--- src/rtl/counter_burst_sched_if.sv ---
// Bundle of requester, control and counter-drive signals for counter_burst_sched.
// master = requester/environment side, slave = the scheduler.
interface counter_burst_sched_if #(
    parameter int LEN_W = 16
);
    logic             Clr;
    logic             Hold;
    logic             Req0;
    logic             Slt0;
    logic [LEN_W-1:0] Len0;
    logic             Req1;
    logic             Slt1;
    logic [LEN_W-1:0] Len1;
    logic             Gnt0;
    logic             Gnt1;
    logic             Done0;
    logic             Done1;
    logic             Busy;
    logic [LEN_W-1:0] Remain;
    logic             Cnt_En;
    logic             Cnt_Slt;
    logic             Cnt_Reset;

    modport master (
        output Clr, Hold, Req0, Slt0, Len0, Req1, Slt1, Len1,
        input  Gnt0, Gnt1, Done0, Done1, Busy, Remain, Cnt_En, Cnt_Slt, Cnt_Reset
    );

    modport slave (
        input  Clr, Hold, Req0, Slt0, Len0, Req1, Slt1, Len1,
        output Gnt0, Gnt1, Done0, Done1, Busy, Remain, Cnt_En, Cnt_Slt, Cnt_Reset
    );
endinterface

--- src/rtl/counter_burst_sched.sv ---
// Round-robin burst scheduler in front of the dual 64-bit event counter.
// Two requesters each ask for N enable cycles on a chosen channel; the block
// also sequences a one-cycle counter clear and honours a global hold.
//
// state | meaning
// ------+-----------------------------------------------------------------
// IDLE  | waiting; Clr wins over requests, else round-robin grant
// CLEAR | Cnt_Reset high for one cycle, then back to IDLE
// RUN   | Cnt_En = ~Hold, Remain counts down on every unheld edge
// DONE  | Done pulse to owner, pointer moves to the other requester
module counter_burst_sched #(
    parameter int LEN_W = 16
) (
    input  logic                  Clk,
    input  logic                  Reset,
    counter_burst_sched_if.slave  bus
);

    typedef enum logic [1:0] {
        S_IDLE  = 2'd0,
        S_CLEAR = 2'd1,
        S_RUN   = 2'd2,
        S_DONE  = 2'd3
    } state_t;

    localparam logic [LEN_W-1:0] LEN_ONE  = LEN_W'(1);
    localparam logic [LEN_W-1:0] LEN_ZERO = '0;

    state_t           state_q,  state_d;
    logic             ptr_q,    ptr_d;
    logic             owner_q,  owner_d;
    logic             slt_q,    slt_d;
    logic [LEN_W-1:0] remain_q, remain_d;
    logic [1:0]       gnt_q,    gnt_d;

    logic             win;
    logic [LEN_W-1:0] win_len;

    logic             busy;
    logic             cnt_en;
    logic             cnt_reset;
    logic [1:0]       done;

    // State and datapath registers; reset aborts any burst without a Done.
    always_ff @(posedge Clk or negedge Reset) begin
        if (!Reset) begin
            state_q  <= S_IDLE;
            ptr_q    <= 1'b0;
            owner_q  <= 1'b0;
            slt_q    <= 1'b0;
            remain_q <= '0;
            gnt_q    <= '0;
        end else begin
            state_q  <= state_d;
            ptr_q    <= ptr_d;
            owner_q  <= owner_d;
            slt_q    <= slt_d;
            remain_q <= remain_d;
            gnt_q    <= gnt_d;
        end
    end

    // Next state, arbitration and burst bookkeeping.
    always_comb begin
        state_d  = state_q;
        ptr_d    = ptr_q;
        owner_d  = owner_q;
        slt_d    = slt_q;
        remain_d = remain_q;
        gnt_d    = '0;
        win      = 1'b0;
        win_len  = '0;

        case (state_q)
            S_IDLE: begin
                if (bus.Clr) begin
                    state_d = S_CLEAR;
                end else if (bus.Req0 || bus.Req1) begin
                    // Contention goes to the pointer; a lone request simply wins.
                    win      = (bus.Req0 && bus.Req1) ? ptr_q : bus.Req1;
                    win_len  = win ? bus.Len1 : bus.Len0;
                    owner_d  = win;
                    slt_d    = win ? bus.Slt1 : bus.Slt0;
                    remain_d = win_len;
                    gnt_d[win] = 1'b1;
                    // A zero-length burst skips RUN so Remain can never underflow.
                    state_d  = (win_len != LEN_ZERO) ? S_RUN : S_DONE;
                end
            end
            S_CLEAR: begin
                state_d = S_IDLE;
            end
            S_RUN: begin
                if (!bus.Hold) begin
                    remain_d = remain_q - LEN_ONE;
                    if (remain_q == LEN_ONE) begin
                        state_d = S_DONE;
                    end
                end
            end
            S_DONE: begin
                ptr_d   = ~owner_q;
                state_d = S_IDLE;
            end
            default: begin
                state_d = S_IDLE;
            end
        endcase
    end

    // Moore outputs plus the Hold-gated enable.
    always_comb begin
        busy      = (state_q != S_IDLE);
        cnt_en    = (state_q == S_RUN) && !bus.Hold;
        cnt_reset = (state_q == S_CLEAR);
        done      = '0;
        if (state_q == S_DONE) begin
            done[owner_q] = 1'b1;
        end
    end

    assign bus.Gnt0      = gnt_q[0];
    assign bus.Gnt1      = gnt_q[1];
    assign bus.Done0     = done[0];
    assign bus.Done1     = done[1];
    assign bus.Busy      = busy;
    assign bus.Remain    = remain_q;
    assign bus.Cnt_En    = cnt_en;
    assign bus.Cnt_Slt   = slt_q;
    assign bus.Cnt_Reset = cnt_reset;

endmodule

--- src/flat_wrapper.sv ---
// flat-port wrapper written by rule: the top's interface ports become plain ports
module counter_burst_sched_flat 
#(
    parameter int LEN_W = 16
)
  (Clk, Reset, bus_Clr, bus_Hold, bus_Req0, bus_Slt0, bus_Len0, bus_Req1, bus_Slt1, bus_Len1, bus_Gnt0, bus_Gnt1, bus_Done0, bus_Done1, bus_Busy, bus_Remain, bus_Cnt_En, bus_Cnt_Slt, bus_Cnt_Reset);
  counter_burst_sched_if #(.LEN_W(LEN_W)) bus_i ();
  input  logic Clk;
  input  logic Reset;
  input wire logic [$bits(bus_i.Clr)-1:0] bus_Clr;
  input wire logic [$bits(bus_i.Hold)-1:0] bus_Hold;
  input wire logic [$bits(bus_i.Req0)-1:0] bus_Req0;
  input wire logic [$bits(bus_i.Slt0)-1:0] bus_Slt0;
  input wire logic [$bits(bus_i.Len0)-1:0] bus_Len0;
  input wire logic [$bits(bus_i.Req1)-1:0] bus_Req1;
  input wire logic [$bits(bus_i.Slt1)-1:0] bus_Slt1;
  input wire logic [$bits(bus_i.Len1)-1:0] bus_Len1;
  output wire logic [$bits(bus_i.Gnt0)-1:0] bus_Gnt0;
  output wire logic [$bits(bus_i.Gnt1)-1:0] bus_Gnt1;
  output wire logic [$bits(bus_i.Done0)-1:0] bus_Done0;
  output wire logic [$bits(bus_i.Done1)-1:0] bus_Done1;
  output wire logic [$bits(bus_i.Busy)-1:0] bus_Busy;
  output wire logic [$bits(bus_i.Remain)-1:0] bus_Remain;
  output wire logic [$bits(bus_i.Cnt_En)-1:0] bus_Cnt_En;
  output wire logic [$bits(bus_i.Cnt_Slt)-1:0] bus_Cnt_Slt;
  output wire logic [$bits(bus_i.Cnt_Reset)-1:0] bus_Cnt_Reset;
  assign bus_i.Clr = bus_Clr;
  assign bus_i.Hold = bus_Hold;
  assign bus_i.Req0 = bus_Req0;
  assign bus_i.Slt0 = bus_Slt0;
  assign bus_i.Len0 = bus_Len0;
  assign bus_i.Req1 = bus_Req1;
  assign bus_i.Slt1 = bus_Slt1;
  assign bus_i.Len1 = bus_Len1;
  assign bus_Gnt0 = bus_i.Gnt0;
  assign bus_Gnt1 = bus_i.Gnt1;
  assign bus_Done0 = bus_i.Done0;
  assign bus_Done1 = bus_i.Done1;
  assign bus_Busy = bus_i.Busy;
  assign bus_Remain = bus_i.Remain;
  assign bus_Cnt_En = bus_i.Cnt_En;
  assign bus_Cnt_Slt = bus_i.Cnt_Slt;
  assign bus_Cnt_Reset = bus_i.Cnt_Reset;
  counter_burst_sched #(.LEN_W(LEN_W)) u_core (.Clk(Clk), .Reset(Reset), .bus(bus_i));
endmodule
--- config.mk ---
export PLATFORM = sky130hd
export DESIGN_NAME = counter_burst_sched_flat
export DESIGN_NICKNAME = d
export VERILOG_FILES = /design/src/rtl/counter_burst_sched_if.sv /design/src/rtl/counter_burst_sched.sv /design/src/flat_wrapper.sv
export SDC_FILE = /design/constraint.sdc
export NUM_CORES = 1
export LEC_CHECK = 0
export ABC_AREA = 1
export CORE_ASPECT_RATIO = 0.8
export CORE_MARGIN = 5
export CORE_UTILIZATION = 44
export CTS_CLUSTER_SIZE = 16
export DETAILED_ROUTE_END_ITERATION = 10
export PLACE_DENSITY = 0.88
export SLEW_MARGIN = 20
export SYNTH_ARGS = -nofsm -noshare
export SYNTH_HDL_FRONTEND = slang
export SYNTH_SLANG_ARGS = --single-unit
--- constraint.sdc ---
create_clock -name Clk -period 1.95 [get_ports Clk]
set_input_delay 0.195 -clock Clk [delete_from_list [all_inputs] [get_ports Clk]]
set_output_delay 0.195 -clock Clk [all_outputs]
set_load 0.03 [all_outputs]
==> results.md, run 1 <==
- Outcome: finished clean
- Initial Util: 45.2%
- Critical path startpoint category: flop
- Site row count: 20
- Period utilization: 95.9%
- Leak pwr: 1.18 nW
- Final instance area: 2430 um^2
- Number of detailed-route iterations in the first pass: 4
- Die height: 65.5 um
- Worst slew margin: 77.6%
- Initial drt markers: 129
- Kind of critical path: reg2out
- Routed via count: 2,042
- DIE WIDTH: 79.4 um
- Crit end category: output pin
- Worst VDD drop: 0.929 mV
- NumNets Final: 383
- Synth top area share: 33.9%
- Most frequent cells in the layout: nand2_1, clkdlybuf4s50_1, nor2_1
- Final setup fails: 0
- Tot GR Track Use: 21.0%
- Overflow left after global routing: 0
- Worst r2r src: u_core.bus.Remain[0]$_DFFE_PN0P_
- Wirelength per Cell: 13.8 um
- Area of placed instances: 2380 um^2
- Ant diodes: 0
- Worst EP arrival: 1.67 ns
- RSZ-0062 raised after global routing: false
- Final non-filler cell total: 384
- Total negative slack: 0 ns
- Buffers on Ports: 63
- Clk buf depth: 2
- Synthesized cell area: 1700 um^2
- R2r endpoint: u_core.bus.Remain[13]$_DFFE_PN0P_
- Layout cell share with drive strength beyond 1: 5.59%
- DRC viols: 0
- Worst-margin pin slew: 0.335 ns
- Top cells by area, synth: dfrtp_1, nand2_1, nor2_1
- Vias per cell: 5.32
- Max-Cap Viols: 0
- Hold Crit Class: in2async
- Min cycle time layout: 1.87 ns
- Most common cell after layout, fill and taps aside: nand2_1
- Syn_area_per_cell: 6.15 um^2
- Worst Path Required: 1.75 ns
- Global-route wire length before repair: 8640 um
- Synthesis-stage register bit count: 23
- Max-slew violations: 0
- Fin util: 64.8%
- Post-synthesis net count: 318
- Core Box Area: 3750 um^2
- # IOs: 64
- Final GP Congestion: 0.865
- Final WL: 5310 um
- Clk sinks: 23
- H-tree levels: 1
- ANT nets after route: 0
- Reg2Reg Depth: 10
- Total CTS buffers: 3
- Area growth syn-to-layout: 43.4%
- Post-DP HPWL: 4200 um
- Peak Freq: 535 MHz
- Post-CTS setup buffer count: 0
- CP Max Fanout: 5
- Reg2Reg Setup Slack: 0.23 ns
- Clock Skews: 0.00241 ns
- Final hold vios: 0
- Number of synthesis warnings: 0
- Cells after DPL: 380
- Cell Pwr Density: 1530 nW/um^2
- Vias in the first global route: 1,922
- Initial antenna violation count: 0
- Reg clk slew, reported paths: 0.08 ns
- Netlist cell types: 27
- Largest net degree at the start of global routing: 30
- Die Area: 5210 um^2
- Worst-Skew Late Latency: 0.27 ns
- Cells after Synth: 276
- Seq/Total Area, Yosys: 33.9%
- Area leader, netlist: dfrtp_1
- Root Buffer Master: clkbuf_8
- CTS tree: built
==> area by class of cell <==
cell class | instances | area, um^2
fill | 357 | 1320
tap | 44 | 55.1
clock buffer | 4 | 45.0
timing repair buffer | 71 | 691
sequential | 23 | 576
multi-input combinational | 213 | 957
inverter | 29 | 109
==> metrics by stage <==
step                      hold WS [ns]  total power, mW  worst slack (ns)
after global placement           0.474             3.35             0.220
after floorplan                 -0.101             2.52             0.304
after global routing             0.304             4.02           0.00546
after detailed placement         0.491             3.40             0.170
after CTS                        0.292             3.72            0.0269
final                            0.287             3.73            0.0807
==> flip-flops by register name, summed over array words and instances (netlist names) <==
| name | count |
|---|---|
| u_core.ptr_q | 1 |
| u_core.owner_q | 1 |
| u_core.state_q | 2 |
| u_core.bus.Remain | 16 |
| u_core.bus.Cnt_Slt | 1 |
| u_core.gnt_q | 2 |
==> worst max-delay path by stage <==
stage / slack [ns] / cells past startpoint / from / end
2_1_floorplan: 0.30 / 11 / u_core.bus.Remain[0]$_DFFE_PN0P_ / u_core.bus.Remain[10]$_DFFE_PN0P_
3_3_place_gp: 0.22 / 8 / bus_Req1 / u_core.bus.Remain[5]$_DFFE_PN0P_
3_5_place_dp: 0.17 / 8 / bus_Req1 / u_core.bus.Remain[5]$_DFFE_PN0P_
4_1_cts: 0.03 / 3 / u_core.state_q[0]$_DFFE_PN0P_ / bus_Done1
5_1_grt: 0.005 / 3 / u_core.state_q[0]$_DFFE_PN0P_ / bus_Done0
6_report: 0.08 / 3 / u_core.state_q[0]$_DFFE_PN0P_ / bus_Done0
==> cells in the mapped netlist (all sizes together) <==
cell / count
ha: 2
nand3b: 1
xnor2: 2
nand3: 27
dfrtp: 23
nor2: 44
nand4: 1
nand2: 87
o21bai: 1
nor4: 1
o22ai: 3
o21ai: 27
nor3: 3
inv: 29
o211ai: 1
a21o: 1
clkbuf: 3
buf: 8
a21oi: 12
==> power by group <==
part           internal [mW]  leakage, nW  switching [mW]
Sequential             0.709        0.279           0.234
Clock                  0.146       0.0228           0.157
Combinational          0.939        0.877            1.54
==> cell families after synthesis <==
family / after synthesis / synth area share [%]
flip-flops: 23 / 33.9
AND/OR/NAND/NOR: 164 / 39.8
buffers and inverters: 40 / 9.66
AO/OA/AOI/OAI: 45 / 14.2
XOR/XNOR: 2 / 1.03
adder cells (fa/ha/maj): 2 / 1.47
==> worst max-delay path, stage by stage (launching register included) <==
cell	delay [ns]
dfrtp_1	0.46
nand2_1	0.14
nor2_1	0.11
clkdlybuf4s50_1	0.70
==> per-layer routing <==
metal	vias up	GRT usage [%]	share of wire [%]
li1	1011	-	-
met1	935	28.3	45
met2	83	33.9	46
met3	13	4.52	7.3
met4	0	6.01	2.0
met5	-	0	0
==> repair_timing <==
item	4_1_cts	5_1_grt
hold buffers	0	0
setup endpoints to repair	0	1
resized for setup	0	1
Power figures use the tool's default switching activity.
==> inputs of run 2 (changes only) <==
CORE_UTILIZATION = 39   (was 44)
PLACE_DENSITY = 0.8   (was 0.88)
==> results.md, run 2 (synthesis gave the netlist of run 1 again) <==
- Leak pwr: 1.17 nW (was 1.18 nW)
- # IOs: 64 (unchanged)
- Ant diodes: 0 (unchanged)
- Most common cell after layout, fill and taps aside: nand2_1 (unchanged)
- Hold Slack: 0.280 ns (was 0.287 ns)
- Final setup fails: 0 (unchanged)
- Site row count: 21 (was 20)
- Initial drt markers: 221 (was 129)
- Worst VDD drop: 0.683 mV (was 0.929 mV)
- GR Util met3: 5.46% (was 4.52%)
- Worst slew margin: 73.7% (was 77.6%)
- Final GP Congestion: 0.842 (was 0.865)
- Wirelength per Cell: 12.4 um (was 13.8 um)
- Outcome: finished clean (unchanged)
- Multi-input logic area: 960 um^2 (was 957 um^2)
- Clk buf depth: 2 (unchanged)
- Largest register FFs: 16 (unchanged)
- Buffers on Ports: 63 (unchanged)
- Final non-filler cell total: 398 (was 384)
- GRT busiest layer: met2 (unchanged)
- Critical path startpoint category: flop (unchanged)
- Largest net degree at the start of global routing: 30 (unchanged)
- Worst Path Required: 1.75 ns (about the same)
- Total negative slack: 0 ns (unchanged)
- Hold Crit Class: in2async (unchanged)
- Met1 Track Usage GR: 23.6% (was 28.3%)
- Max-Cap Viols: 0 (unchanged)
- Peak Freq: 539 MHz (was 535 MHz)
- Layout cell share with drive strength beyond 1: 6.16% (was 5.59%)
- Post-CTS setup buffer count: 0 (unchanged)
- Reg clk slew, reported paths: 0.09 ns (was 0.08 ns)
- Final hold vios: 0 (unchanged)
- Met2 Usage GRT: 29.7% (was 33.9%)
- DRC viols: 0 (unchanged)
- CP Max Fanout: 5 (unchanged)
- Die height: 69.0 um (was 65.5 um)
- Die Area: 5780 um^2 (was 5210 um^2)
- Clock Skews: 0.00369 ns (was 0.00241 ns)
- Min cycle time layout: 1.85 ns (was 1.87 ns)
- Number of detailed-route iterations in the first pass: 4 (unchanged)
- ANT nets after route: 0 (unchanged)
- Cell Pwr Density: 1510 nW/um^2 (was 1530 nW/um^2)
- Most frequent cells in the layout: nand2_1, clkdlybuf4s50_1, nor2_1 (unchanged)
- Sequential cell area: 576 um^2 (unchanged)
- DIE WIDTH: 83.7 um (was 79.4 um)
- Vias per cell: 4.94 (was 5.32)
- RSZ-0062 raised after global routing: false (unchanged)
- NumNets Final: 384 (was 383)
- Area growth syn-to-layout: 44.8% (was 43.4%)
- Post-route setup slack: 0.0963 ns (was 0.0807 ns)
- Worst-margin pin slew: 0.392 ns (was 0.335 ns)
- CTS tree: built (unchanged)
- Root Buffer Master: clkbuf_8 (unchanged)
- Crit end category: output pin (unchanged)
- Worst-Skew Late Latency: 0.27 ns (about the same)
- Clk sinks: 23 (unchanged)
- Max-slew violations: 0 (unchanged)
- Vias in the first global route: 1,828 (was 1,922)
- H-tree levels: 1 (unchanged)
- Routed via count: 1,965 (was 2,042)
- Period utilization: 95.1% (was 95.9%)
- Tot GR Track Use: 17.8% (was 21.0%)
- Kind of critical path: reg2out (unchanged)
- Initial Util: 40.4% (was 45.2%)
- Initial antenna violation count: 0 (unchanged)
- Post-DP HPWL: 3920 um (was 4200 um)
- Pwr Total: 3.70 mW (was 3.73 mW)
- Cells after DPL: 394 (was 380)
- Final WL: 4930 um (was 5310 um)
- Overflow left after global routing: 0 (unchanged)
- Core Box Area: 4200 um^2 (was 3750 um^2)
- Global-route wire length before repair: 8220 um (was 8640 um)
- Place WS: 0.0405 ns (was 0.170 ns)
- # fillers: 442 (was 357)
- Worst EP arrival: 1.66 ns (was 1.67 ns)
- Total CTS buffers: 3 (unchanged)
-- run 2: cell count changes in the layout (fill, tap and decap cells not counted) --
cell	change
buf_4	+1
clkdlybuf4s50_1	+1
nor2_2	+1
dlymetal6s2s_1	-1
nor2_1	-1
-- run 2: power breakdown --
group          switching [mW]  internal (mW)  total, mW
logic                    1.51          0.943       2.45
clock network           0.160          0.146      0.306
registers               0.233          0.709      0.943
-- run 2: final timing paths --
path                                                        from                           endpoint  slack, ns  depth (start not counted)
worst min-delay path                                       Reset   u_core.bus.Remain[2]$_DFFE_PN0P_       0.28                          2
min in group Clk                  u_core.bus.Cnt_Slt$_DFFE_PN0P_     u_core.bus.Cnt_Slt$_DFFE_PN0P_       0.51                          2
worst max-delay path               u_core.state_q[0]$_DFFE_PN0P_                          bus_Done1        0.1                          3
worst min register to register    u_core.bus.Cnt_Slt$_DFFE_PN0P_     u_core.bus.Cnt_Slt$_DFFE_PN0P_       0.51                          2
max in group asynchronous                                  Reset  u_core.bus.Remain[10]$_DFFE_PN0P_       1.44                          2
worst max register to register  u_core.bus.Remain[0]$_DFFE_PN0P_  u_core.bus.Remain[10]$_DFFE_PN0P_       0.27                         11
-- run 2: worst max-delay path, cell delays in order (launching register included) --
cell and delay (ns):
dfrtp_1 0.43, nand2_1 0.13, nor2_1 0.15, clkdlybuf4s50_1 0.69
-- run 2: layout make-up --
class	count	area share, %
inverter	29	4.43
multi-input combinational	213	39.1
clock buffer	4	1.83
sequential	23	23.4
timing repair buffer	72	28.3
tap	57	2.90
-- run 2: per-layer routing --
layer  part of all wire (%)  wire length, um
met1                     45             2230
met2                     43             2120
met3                     11              560
met4                   0.39               19
met5                      0                0
-- run 2: per-stage QoR --
step / util, % / instance area, um^2
2_1_floorplan: - / 1700
3_3_place_gp: 57.3 / 2410
3_5_place_dp: 57.3 / 2410
5_1_grt: 58.4 / 2460
4_1_cts: 58.4 / 2450
6_report: 58.4 / 2460
-- run 2: timing repair --
| action | CTS | global route |
|---|---|---|
| hold buffers | 0 | 0 |
| gates resized for setup | 0 | 1 |
| endpoints found under the setup margin | 0 | 3 |
==> inputs of run 3 (changes only) <==
CAP_MARGIN = 20   (was not set)
SKIP_CTS_REPAIR_TIMING = 1   (was not set)
==> results of run 3 <==
Same layout as run 2: the final DEF is identical, and so are final timing and power.
